[src/rtl/elastic_pipe_reg.sv]
// Elastic pipeline register: STAGES chained stages, each a main register plus a
// one-entry skid buffer, so every ready signal comes straight from a flop.
module elastic_pipe_reg #(
  parameter int WIDTH          = 8,
  parameter int STAGES         = 2,
  parameter bit CLEAR_ON_FLUSH = 1'b1
) (
  input  logic                             clk,
  input  logic                             reset,
  input  logic                             flush,
  input  logic                             in_valid,
  input  logic [WIDTH-1:0]                 in_data,
  output logic                             in_ready,
  output logic                             out_valid,
  output logic [WIDTH-1:0]                 out_data,
  input  logic                             out_ready,
  output logic [$clog2(2*STAGES+1)-1:0]    count
);

  localparam int CW = $clog2(2*STAGES+1);

  logic [STAGES-1:0] stage_valid;
  logic [STAGES-1:0] stage_ready;
  logic [WIDTH-1:0]  stage_data [STAGES];

  genvar gi;
  generate
    for (gi = 0; gi < STAGES; gi++) begin : g_stage
      logic             main_v_reg;
      logic             skid_v_reg;
      logic [WIDTH-1:0] main_d_reg;
      logic [WIDTH-1:0] skid_d_reg;
      logic             up_valid;
      logic [WIDTH-1:0] up_data;
      logic             dn_ready;
      logic             accept;
      logic             drain;

      if (gi == 0) begin : g_head
        assign up_valid = in_valid;
        assign up_data  = in_data;
      end else begin : g_link
        assign up_valid = stage_valid[gi-1];
        assign up_data  = stage_data[gi-1];
      end

      if (gi == STAGES-1) begin : g_tail
        assign dn_ready = out_ready;
      end else begin : g_next
        assign dn_ready = stage_ready[gi+1];
      end

      assign accept = up_valid & ~skid_v_reg;
      assign drain  = ~main_v_reg | dn_ready;

      always_ff @(posedge clk or posedge reset) begin
        if (reset) begin
          main_v_reg <= 1'b0;
          skid_v_reg <= 1'b0;
          main_d_reg <= '0;
          skid_d_reg <= '0;
        end else if (flush) begin
          main_v_reg <= 1'b0;
          skid_v_reg <= 1'b0;
          if (CLEAR_ON_FLUSH) begin
            main_d_reg <= '0;
            skid_d_reg <= '0;
          end
        end else if (drain) begin
          // A parked skid entry is older than anything upstream, so it goes first.
          if (skid_v_reg) begin
            main_v_reg <= 1'b1;
            main_d_reg <= skid_d_reg;
            skid_v_reg <= 1'b0;
          end else begin
            main_v_reg <= accept;
            if (accept) begin
              main_d_reg <= up_data;
            end
          end
        end else if (accept) begin
          skid_v_reg <= 1'b1;
          skid_d_reg <= up_data;
        end
      end

      assign stage_valid[gi] = main_v_reg;
      assign stage_ready[gi] = ~skid_v_reg;
      assign stage_data[gi]  = main_d_reg;
    end
  endgenerate

  assign in_ready  = stage_ready[0];
  assign out_valid = stage_valid[STAGES-1];
  assign out_data  = stage_data[STAGES-1];

  logic          in_hs;
  logic          out_hs;
  logic [CW-1:0] count_reg;
  logic [CW-1:0] count_next;

  assign in_hs  = in_valid & in_ready;
  assign out_hs = out_valid & out_ready;

  always_comb begin
    count_next = count_reg;
    case ({in_hs, out_hs})
      2'b10:   count_next = count_reg + CW'(1);
      2'b01:   count_next = count_reg - CW'(1);
      default: count_next = count_reg;
    endcase
  end

  always_ff @(posedge clk or posedge reset) begin
    if (reset) begin
      count_reg <= '0;
    end else if (flush) begin
      count_reg <= '0;
    end else begin
      count_reg <= count_next;
    end
  end

  assign count = count_reg;

endmodule

[config.mk]
export PLATFORM = sky130hd
export DESIGN_NAME = elastic_pipe_reg
export DESIGN_NICKNAME = d
export VERILOG_FILES = /design/src/rtl/elastic_pipe_reg.sv
export SDC_FILE = /design/constraint.sdc
export NUM_CORES = 1
export LEC_CHECK = 0
export CAP_MARGIN = 20
export CORE_ASPECT_RATIO = 1.25
export CORE_MARGIN = 10
export CORE_UTILIZATION = 45
export DETAILED_ROUTE_END_ITERATION = 7
export GPL_TIMING_DRIVEN = 0
export PLACE_DENSITY = 0.73
export SETUP_SLACK_MARGIN = 0.02
export SLEW_MARGIN = 20
export SYNTH_ARGS = -nofsm -noshare
export SYNTH_HDL_FRONTEND = slang
export SYNTH_SLANG_ARGS = --single-unit
[constraint.sdc]
create_clock -name clk -period 2.1 [get_ports clk]
set_input_delay 0.42 -clock clk [delete_from_list [all_inputs] [get_ports clk]]
set_output_delay 0.42 -clock clk [all_outputs]
set_load 0.02 [all_outputs]
Yosys cells after proc, flatten, opt, wreduce, memory -nomap -nowiden:

Index checks and enable logic that the tools add are counted.
Widths: inputs -> output; s select.

* reductions and logical operators: 13
* add/sub/neg operators: 2
* multiplexer cells: 26
* equal/unequal tests: 4
* bitwise operators: 9

Operators with widths (count)
* $mux 8: 12
* $reduce_bool 3->1: 5
* $mux 1: 12
* $reduce_and 2->1: 4
* $reduce_bool 2->1: 4
* $pmux 3 s2: 1
* $ne 2x2->1 const B: 2
* $not 1->1: 4
* $add 3x1->3 const B: 1
* $and 1x1->1: 3
* $mux 3: 1
* $sub 3x1->3 const B: 1
* $eq 2x1->1 const B: 1
* $eq 2x2->1 const B: 1
* $or 1x1->1: 2

* register bits: 39
* output and inout port bits: 13

Longest topological paths before layout:

Gate-level depths: netlist (run 1).

* word-level depth: 6
* mapped depth: 7
* mapped depth without buffers: 6

Worst setup path before layout (run 1):

Ideal clock, no wire load.

* kind: register to register
* start: register g_stage[1].main_v_reg (netlist: out_valid)
* end: register count_reg[2] (netlist: count[2])
* slack: 349 ps
* required time: 2031 ps
* buffers on the path: 0
* arrival: 1681 ps
* library setup time: 69 ps
* stages on the path, launching flop included: 6
* cell sequence: dfrtp_1 > nand2_1 > nor2_1 > fa_1 > or4b_1 > nand3_1

* cells in the longest elaborated chain, start to end: 4
* elaborated cells between the ends (all ways): 6
* those cells by class: 2 x eq/ne; 2 x mux; 1 x bitwise; 1 x reduce/logical

Ends and longest elaborated chain
* start, declared: line 29 `logic main_v_reg;`
* start signal, assigned: line 76 `main_v_reg <= accept;`
* $and 1x1->1 (*): line 103 `assign out_hs = out_valid & out_ready;`
* $eq 2x1->1 or $eq 2x2->1 (tied branches): line 107 `case ({in_hs, out_hs})`
* $pmux 3 s2: line 107
* $mux 3: line 117 `end else if (flush) begin`
* end signal, assigned: line 120 `count_reg <= count_next;`
* end, declared: line 99 `logic [CW-1:0] count_reg;`

Mark *: on every way between the ends. The rest lies on a longest branch, timed or not.
A chain may end at the register's enable or synchronous reset.

Worst setup path in the final report (run 1):

* start: input port out_ready
* end: register count_reg[2] (netlist: count[2])

* cells in the longest elaborated chain, start to end: 4
* elaborated cells between the ends (all ways): 6
* those cells by class: 2 x eq/ne; 2 x mux; 1 x bitwise; 1 x reduce/logical

Ends and longest elaborated chain
* start, declared: line 16 `input logic out_ready,`
* $and 1x1->1 (*): line 103
* $eq 2x1->1 or $eq 2x2->1 (tied branches): line 107
* $pmux 3 s2: line 107
* $mux 3: line 117

Marks and branches as above.

==> results by group, run 1 <==
Status
  • Status: finished clean

Setup path
  • Worst EP arrival: 2.24 ns
  • Worst Setup End Kind: flop
  • Crit. Startpoint: out_ready
  • Crit-path max FO: 4
  • Critical Path RT: 2.32 ns
  • Critical Path Source Type: primary input
  • Worst r2r src: g_stage[0].skid_v_reg
  • Critical path class: primary input to flop

Clocking
  • Clock buffer depth: 2
  • CTS buffer count: 5
  • CTS tree: yes
  • Number of setup buffers added after CTS: 0
  • H-tree levels: 2
  • CTS sink cnt: 39
  • Reg clk slew, reported paths: 0.07 ns
  • Clock Latency Late Sink: 0.29 ns
  • CTS Hold Buffers Added: 0
  • CTS Root Cell: clkbuf_8

Floorplanning
  • Die area: 0.00696 mm^2
  • Die Wd: 76.6 um
  • DIE HEIGHT: 90.8 um
  • Starting Density: 47.3%
  • I/O pin cnt: 26
  • Row Count: 25
  • Core ar.: 0.00382 mm^2

Drt
  • Routed WL: 3770 um
  • DRC violations left: 0
  • Post-route ant nets: 0
  • Average via count per standard cell: 5.37
  • DRT Pass-1 Iters: 4
  • Initial drt markers: 71
  • Wire length per cell: 15.7 um
  • Via count: 1289

STA
  • Fin crit share: 95.9%
  • Fmax: 496 MHz
  • Clk_skew: 0.00253 ns
  • Worst-Margin Slew: 0.796 ns
  • Slew Limit Fails: 0
  • RSZ-0062 raised after global routing: no
  • Final setup fails: 0
  • Slew headroom: 46.9%
  • Final Hold Fails: 0
  • Tmin final: 2.01 ns
  • Setup WS post-layout: 0.0853 ns

Min path
  • Hold Path Class: flop to flop
  • Hold Startpoint: out_data[7]

Final layout
  • NumNets Final: 199
  • Most common cell after layout, fill and taps aside: dfrtp_1
  • Fillers: 344
  • Largest register FFs: 16
  • Layout cells sized above 1: 11.8%
  • Area taken by multi-input logic gates: 767 um^2
  • Layout Area Growth over Synthesis: 24.0%
  • Most frequent cells in the layout: 39 x dfrtp_1, 23 x clkdlybuf4s50_1, 21 x nand2_1, 18 x mux2i_1, 16 x o2bb2ai_1
  • Non-filler instance count after layout: 240
  • Fin util: 58.6%
  • Reg area: 976 um^2
  • Diodes inserted: 0

Placement
  • Setup Slack @ Placement: -0.329 ns
  • Cells after DPL: 232
  • IO buf count: 25
  • Dpl hpwl: 2830 um
  • Placer Congestion: 0.782

Synth
  • Synthesized area per cell: 11.8 um^2
  • Synth area leaders: dfrtp_1 54%, mux2i_1 10%, o2bb2ai_1 7.8%
  • Most used DFF post-synth: dfrtp_1
  • Ys async rst share: 100%
  • Post-synthesis sequential area ratio: 54.1%
  • Mapped Cells: 153
  • Distinct cell type count after synthesis: 34
  • Synthesized area: 0.00180 mm^2
  • Ys Warns: 0
  • Synth Net Count: 167
  • Share of the synthesized area in the top cell type: 54.1%
  • Dominant cell type by area after synthesis: dfrtp_1
  • FF+latch count, synth: 39
  • Number of synthesized flops with an enable pin: 0

Power and ir drop
  • Max rail drop VDD: 469 uV
  • PwrDens: 714 mW/mm^2
  • Leakage power: 0.000925 uW

Global route
  • Largest net degree at the start of global routing: 40
  • Initial antenna violation count: 0
  • Gr usage total: 11.6%
  • Total gr overflow: 0
  • First-pass GRT wire length: 6580 um
  • Vias in the first global route: 1400

Flow run
  • Max Cap Viol: 0
## repair_timing
action                                 CTS  global route
setup endpoints to repair                2             0
resized for setup                        2             0
endpoints found under the hold margin    0             0
## metrics by stage
stage	power [uW]	hold WS, ns	setup TNS [ns]	instance area, um^2
CTS	1620	0.495	0	2240
floorplan	896	0.473	0	1800
finish	1600	0.488	0	2240
detailed placement	973	0.473	-0.329	2120
global placement	964	0.469	-0.291	2120
global route	1670	0.528	0	2240
## power by group
part	internal (uW)	leakage, uW	total, uW	switching, uW
Sequential	772	0.000535	794	21.5
Combinational	73.3	0.000329	162	88.9
Clock	384	0.0000612	640	256
Total	1230	0.000925	1600	366
## cell type report
cell class / count / share of cell area (%)
clock buffers: 6 / 3.69
clock inverters: 2 / 1.57
well taps: 54 / 3.02
plain buffers: 8 / 2.24
flip-flops and latches: 39 / 43.6
inverters: 3 / 0.503
multi-input cells: 103 / 34.3
repair buffers: 25 / 11.1
## critical path, stage by stage
cell and delay (ns):
clkdlybuf4s50_1 0.46, nand2_1 0.19, nor2_1 0.09, fa_1 0.41, or4b_1 0.56, nand3_1 0.11
## metal layers
metal | track usage [%] | share of wire, %
met1 | 11.9 | 42
met2 | 20.6 | 51
met3 | 4.08 | 5.0
met4 | 5.59 | 2.4
met5 | 0 | 0
## cell usage after synthesis (2+ instances only)
master,number
nor2_1,5
dfrtp_1,39
nand3_1,2
nand2_1,21
nor3_1,2
inv_1,2
nor2_2,2
buf_2,4
a21oi_1,10
o2bb2ai_1,16
a22o_1,8
nor2b_1,2
mux2i_1,18
buf_4,2
## kinds of logic (layout without fill, tap and decap cells)
logic type,count (synthesis),in the layout,share of synthesized area (%)
AND/OR/NAND/NOR,44,44,12.8
flip-flops,39,39,54.1
AO/OA/AOI/OAI,38,38,17.1
multiplexers,19,19,10.6
buffers and inverters,11,44,3.40
adder cells (fa/ha/maj),1,1,1.11
XOR/XNOR,1,1,0.902
## path summary, 6_finish.rpt
check | end | slack (ns) | cells past startpoint
setup / recovery | count[2] | 0.09 | 6
hold / removal | out_data[7] | 0.49 | 1
setup reg to reg | count[2] | 0.25 | 6
hold reg to reg | out_data[7] | 0.49 | 1
max in group asynchronous | g_stage[0].main_d_reg[1] | 1.00 | 2
min in group asynchronous | g_stage[1].skid_d_reg[0] | 0.60 | 2
Note: power is estimated with default switching activity, not from simulation.
==> run 2: changes to the inputs <==
--- a/config.mk
+++ b/config.mk
@@ -6,12 +6,10 @@
 export NUM_CORES = 1
 export LEC_CHECK = 0
 export CAP_MARGIN = 20
-export CORE_ASPECT_RATIO = 1.25
-export CORE_MARGIN = 10
-export CORE_UTILIZATION = 45
+export CORE_UTILIZATION = 53
 export DETAILED_ROUTE_END_ITERATION = 7
 export GPL_TIMING_DRIVEN = 0
-export PLACE_DENSITY = 0.73
+export PLACE_DENSITY = 0.83
 export SETUP_SLACK_MARGIN = 0.02
 export SLEW_MARGIN = 20
 export SYNTH_ARGS = -nofsm -noshare
==> run 2 against run 1 <==
Against the previous run: utilization up 9.9 points; clock-buffer cell count stayed put; register-to-register slack improved by 0.02 ns; first-iteration DRC count shrank 49%; die area down 48%; maximum frequency grew 5.0%; critical path depth did not move; final cell count fell by 4.2%; critical path type unchanged.
==> results by group, run 2 (synthesis gave the netlist of run 1 again) <==
Status
  • Status: finished clean

Final layout
  • Most frequent cells in the layout: 39 x dfrtp_1, 23 x clkdlybuf4s50_1, 21 x nand2_1, 18 x mux2i_1, 16 x o2bb2ai_1
  • Final Cell Area: 0.00216 mm^2
  • NumNets Final: 199
  • Largest register FFs: 16
  • Layout Area Growth over Synthesis: 19.8%
  • Reg area: 976 um^2
  • Area taken by multi-input logic gates: 767 um^2
  • Fillers: 277
  • Layout cells sized above 1: 11.3%
  • Diodes inserted: 0
  • Most common cell after layout, fill and taps aside: dfrtp_1

Min path
  • Hold Path Class: flop to flop

Floorplanning
  • Die area: 0.00364 mm^2
  • Die Wd: 60.3 um
  • Core ar.: 0.00315 mm^2
  • I/O pin cnt: 26
  • Row Count: 20
  • Starting Density: 57.2%
  • DIE HEIGHT: 60.3 um

STA
  • Final setup fails: 0
  • Slew Limit Fails: 0
  • Worst-Margin Slew: 0.756 ns
  • Tmin final: 1.92 ns
  • Fmax: 521 MHz
  • Post-route setup TNS: 0 ns
  • Fin crit share: 91.4%
  • Slew headroom: 49.6%
  • Final Hold Fails: 0
  • RSZ-0062 raised after global routing: no
  • Clk_skew: 0.00615 ns

Drt
  • DRT Pass-1 Iters: 4
  • Wire length on met1: 1620 um
  • Top layer reached by signal wires: met4
  • Initial drt markers: 36
  • Post-route ant nets: 0
  • Average via count per standard cell: 5.62
  • Wire length per cell: 15.1 um
  • DRC violations left: 0
  • WL met2: 1700 um
  • Via count: 1293
  • Routed WL: 3470 um
  • WL met3: 111 um

Global route
  • First-pass GRT wire length: 6030 um
  • Vias in the first global route: 1279
  • Gr usage total: 22.7%
  • Total gr overflow: 0
  • Largest net degree at the start of global routing: 40
  • Initial antenna violation count: 0

Flow run
  • Max Cap Viol: 0

Clocking
  • Clock Latency Late Sink: 0.34 ns
  • H-tree levels: 2
  • CTS tree: yes
  • CTS sink cnt: 39
  • CTS buffer count: 5
  • Clock buffer depth: 2
  • CTS Hold Buffers Added: 0
  • CTS Root Cell: clkbuf_4
  • Reg clk slew, reported paths: 0.11 ns

Placement
  • Dpl hpwl: 2530 um
  • IO buf count: 25
  • Placer Congestion: 0.767
  • Placed cell area: 0.00211 mm^2

Setup path
  • Crit-path cells: clkdlybuf4s50_1, nand2_1, nor2_1, fa_1, or4b_1, nand3_1
  • Critical Path Source Type: primary input
  • Worst EP arrival: 2.20 ns
  • Critical path class: primary input to flop
  • Worst Setup End Kind: flop
  • Critical Path RT: 2.38 ns
  • Slowest cell on crit path: or4b_1
  • Crit-path max FO: 4
  • Crit path largest cell delay: 0.54 ns

Power and ir drop
  • Leakage power: 0.000892 uW
  • PwrDens: 611 mW/mm^2
  • Max rail drop VDD: 341 uV
-- run 2: changes by cell type in the layout (fill, tap and decap cells not counted) --
cell        change
clkinvlp_4      +1
clkbuf_8        -6
bufinv_16       -1
clkbuf_4        +5
clkbuf_1        +1
-- run 2: per-stage QoR --
stage	total power (uW)	cells	worst slack (ns)	hold slack, ns	util [%]
6_report	1320	230	0.181	0.498	68.5
5_1_grt	1380	230	0.0847	0.524	68.5
4_1_cts	1330	230	0.181	0.503	68.5
3_5_place_dp	971	222	-0.323	0.472	66.9
3_3_place_gp	962	222	-0.288	0.469	66.9
2_1_floorplan	896	153	0.349	0.473	-
-- run 2: repair_timing --
action | in CTS | in global routing
setup buffers | 0 | 0
gates resized for setup | 2 | 0
setup endpoints to repair | 2 | 0
-- run 2: area by class of cell --
| class | count | area share, % |
|---|---|---|
| multi-input cells | 103 | 35.5 |
| plain buffers | 8 | 2.32 |
| clock buffers | 6 | 1.91 |
| repair buffers | 25 | 11.5 |
| flip-flops and latches | 39 | 45.2 |
| well taps | 44 | 2.55 |
| clock inverters | 2 | 0.579 |
| inverters | 3 | 0.521 |
-- run 2: worst paths after layout --
| kind | cells past startpoint | slack, ns | to | startpoint |
|---|---|---|---|---|
| max | 6 | 0.18 | count[2] | out_ready |
| min | 1 | 0.50 | out_data[6] | out_data[6] |
| max reg2reg | 6 | 0.27 | count[2] | g_stage[0].skid_v_reg |
| min reg2reg | 1 | 0.50 | out_data[6] | out_data[6] |
| max in group asynchronous | 2 | 1.10 | g_stage[0].main_v_reg | reset |
| min in group asynchronous | 2 | 0.53 | out_data[4] | reset |
-- run 2: critical path, delay by kind of cell --
family / cells / cell delay [ns]
adders and majority gates: 1 / 0.39
and+or+nand+nor: 4 / 0.92
buffers and inverters: 1 / 0.46
-- run 2: power by group --
part	internal [uW]	switching, uW	leakage, uW
combinational	72.9	87.8	0.000329
clock	129	237	0.0000282
sequential	772	21.7	0.000535
total	974	347	0.000892
-- run 2: per-layer routing --
metal  up-vias  global-route usage, %
met5         -                      0
met4         0                   7.97
met3         4                   5.12
met2        24                   35.9
met1       645                   30.9
li1        620                      -
==> run 3: changes to the inputs <==
==> constraint.sdc (replaced) <==
create_clock -name clk -period 2 [get_ports clk]
set_input_delay 0.4 -clock clk [delete_from_list [all_inputs] [get_ports clk]]
set_output_delay 0.4 -clock clk [all_outputs]
set_load 0.02 [all_outputs]
==> run 3 against run 2 <==
Against the previous run: die area unchanged; non-clock buffer count unchanged; wire length up 0.37%; global-route usage stayed put; sequential share of layout area down 0.052 points; total power up 5.1%; clock power up 5%; final area increased by 0.12%; via count fell by 0.39%; setup slack got worse by 0.075 ns; critical path depth stayed put; sequential power rose by 5.0%.
==> results by group, run 3 (synthesis gave the netlist of run 1 again) <==
Setup path
  • Reg2Reg Depth: 6
  • Cell depth of the worst setup path: 6
  • Critical Path RT: 2.28 ns
  • Crit-path max FO: 4
  • Crit. Startpoint: out_ready
  • Critical Path Source Type: primary input
  • Slowest cell on crit path: or4b_1
  • Critical path class: primary input to flop
  • Crit-path cells: clkdlybuf4s50_1, nand2_1, nor2_1, fa_1, or4b_1, nand3_1
  • Reg2reg end: count[2]
  • Worst r2r src: g_stage[0].skid_v_reg
  • Crit path largest cell delay: 0.54 ns
  • Crit path to: count[2]
  • Reg2reg setup slack: 0.17 ns
  • CP bufs+invs: 1
  • Worst Setup End Kind: flop
  • Worst EP arrival: 2.18 ns
  • Largest delay share family, worst path: simple AND/OR/NAND/NOR gates

Clocking
  • Clock Latency Late Sink: 0.34 ns
  • H-tree levels: 2
  • CTS sink cnt: 39
  • CTS tree: yes
  • Clock buffer depth: 2
  • CTS buffer count: 5
  • Reg clk slew, reported paths: 0.11 ns
  • Number of setup buffers added after CTS: 0
  • CTS Root Cell: clkbuf_4

Drt
  • Average via count per standard cell: 5.60
  • Wire length per cell: 15.1 um
  • DRC violations left: 0
  • Via count: 1288
  • Initial drt markers: 39
  • DRT Pass-1 Iters: 4
  • Post-route ant nets: 0
  • Routed WL: 3480 um

Global route
  • Initial antenna violation count: 0
  • Largest net degree at the start of global routing: 40
  • Gr usage total: 22.7%
  • Vias in the first global route: 1279
  • Total gr overflow: 0
  • First-pass GRT wire length: 6030 um

STA
  • Tmin final: 1.89 ns
  • Clk_skew: 0.00649 ns
  • Fmax: 528 MHz
  • Worst-Margin Slew: 0.758 ns
  • Slew headroom: 49.4%
  • Slew Limit Fails: 0
  • Fin crit share: 94.7%
  • Final setup fails: 0
  • RSZ-0062 raised after global routing: no
  • Final Hold Fails: 0

Min path
  • Hold Path Class: primary input to async pin

Floorplanning
  • Starting Density: 57.2%
  • Core ar.: 0.00315 mm^2
  • I/O pin cnt: 26
  • DIE HEIGHT: 60.3 um
  • Die area: 0.00364 mm^2
  • Die Wd: 60.3 um
  • Row Count: 20

Placement
  • IO buf count: 25
  • Dpl hpwl: 2530 um
  • Cells after DPL: 222
  • Placer Congestion: 0.767
  • Placed cell area: 0.00211 mm^2

Flow run
  • Max Cap Viol: 0

Final layout
  • Layout Area Growth over Synthesis: 19.9%
  • Final Cell Area: 0.00216 mm^2
  • NumNets Final: 199
  • Reg area: 976 um^2
  • Layout cells sized above 1: 11.3%
  • Fillers: 276
  • Most common cell after layout, fill and taps aside: dfrtp_1
  • Non-filler instance count after layout: 230
  • Largest register FFs: 16
  • Area taken by multi-input logic gates: 767 um^2
  • Diodes inserted: 0
  • Most frequent cells in the layout: 39 x dfrtp_1, 23 x clkdlybuf4s50_1, 21 x nand2_1, 18 x mux2i_1, 16 x o2bb2ai_1

Power and ir drop
  • Leakage power: 0.000891 uW
  • PwrDens: 642 mW/mm^2
  • Max rail drop VDD: 361 uV
  • Switching fraction of total power: 26.3%
  • Seq pwr share: 60.1%
  • Clock group share of total power: 27.8%
  • Comb pwr share: 12.2%
  • Switching pwr: 365 uW
  • Int Pwr: 1020 uW
  • Tot Pwr: 1390 uW

Status
  • Status: finished clean
==> run 3: cell types whose count changed in the layout (fill, tap and decap cells not counted), sizes merged <==
cell	previous run	this run
clkbuf	7	8
buf	7	6
==> run 3: what timing repair did <==
action                                  in CTS  in global routing
hold buffers                                 0                  0
resized for setup                            2                  1
endpoints found under the setup margin       2                  1
==> run 3: worst reg2reg max path, cell delays in order (launching register included) <==
cell,delay (ns)
dfrtp_1,0.37
buf_4,0.16
nor2b_1,0.14
nor2_1,0.07
fa_1,0.39
or4b_1,0.54
nand3_1,0.10
==> run 3: final cells by class <==
class	count	area share, %
Clock buffer	6	1.91
Multi-Input combinational cell	103	35.5
Sequential cell	39	45.1
Inverter	3	0.521
Timing Repair Buffer	25	11.5
Buffer	8	2.43
Tap cell	44	2.54
Clock inverter	2	0.578
==> run 3: worst min-delay path by stage <==
stage,start,to,slack [ns]
floorplan,g_stage[1].skid_d_reg[0],g_stage[1].skid_d_reg[0],0.47
global placement,out_data[5],out_data[5],0.47
detailed placement,out_data[6],out_data[6],0.47
CTS,out_data[6],out_data[6],0.50
global route,out_data[4],out_data[4],0.52
finish,reset,out_data[4],0.50
==> run 3: power by group through the flow <==
stage / logic, uW / registers, uW / clock network (uW)
5_1_grt: 187 / 838 / 424
2_1_floorplan: 83.5 / 858 / 0
4_1_cts: 171 / 834 / 396
6_report: 169 / 834 / 385
3_5_place_dp: 171 / 849 / 0
3_3_place_gp: 164 / 847 / 0
==> run 3: routing by layer <==
layer / GRT usage (%) / share of wire, % / up-vias
li1: - / - / 619
met1: 30.9 / 47 / 639
met2: 35.9 / 49 / 24
met3: 5.12 / 3.6 / 6
met4: 7.97 / 0.86 / 0
met5: 0 / 0 / -
==> run 3: stage by stage <==
step                      utilization (%)  hold slack, ns  setup slack (ns)  TNS (ns)
after floorplan                         -           0.473             0.249         0
after global placement               66.9           0.469            -0.368    -0.978
after detailed placement             66.9           0.472            -0.403    -0.427
after CTS                            68.5           0.503             0.101         0
after global routing                 68.6           0.524            0.0297         0
final                                68.6           0.498             0.106         0
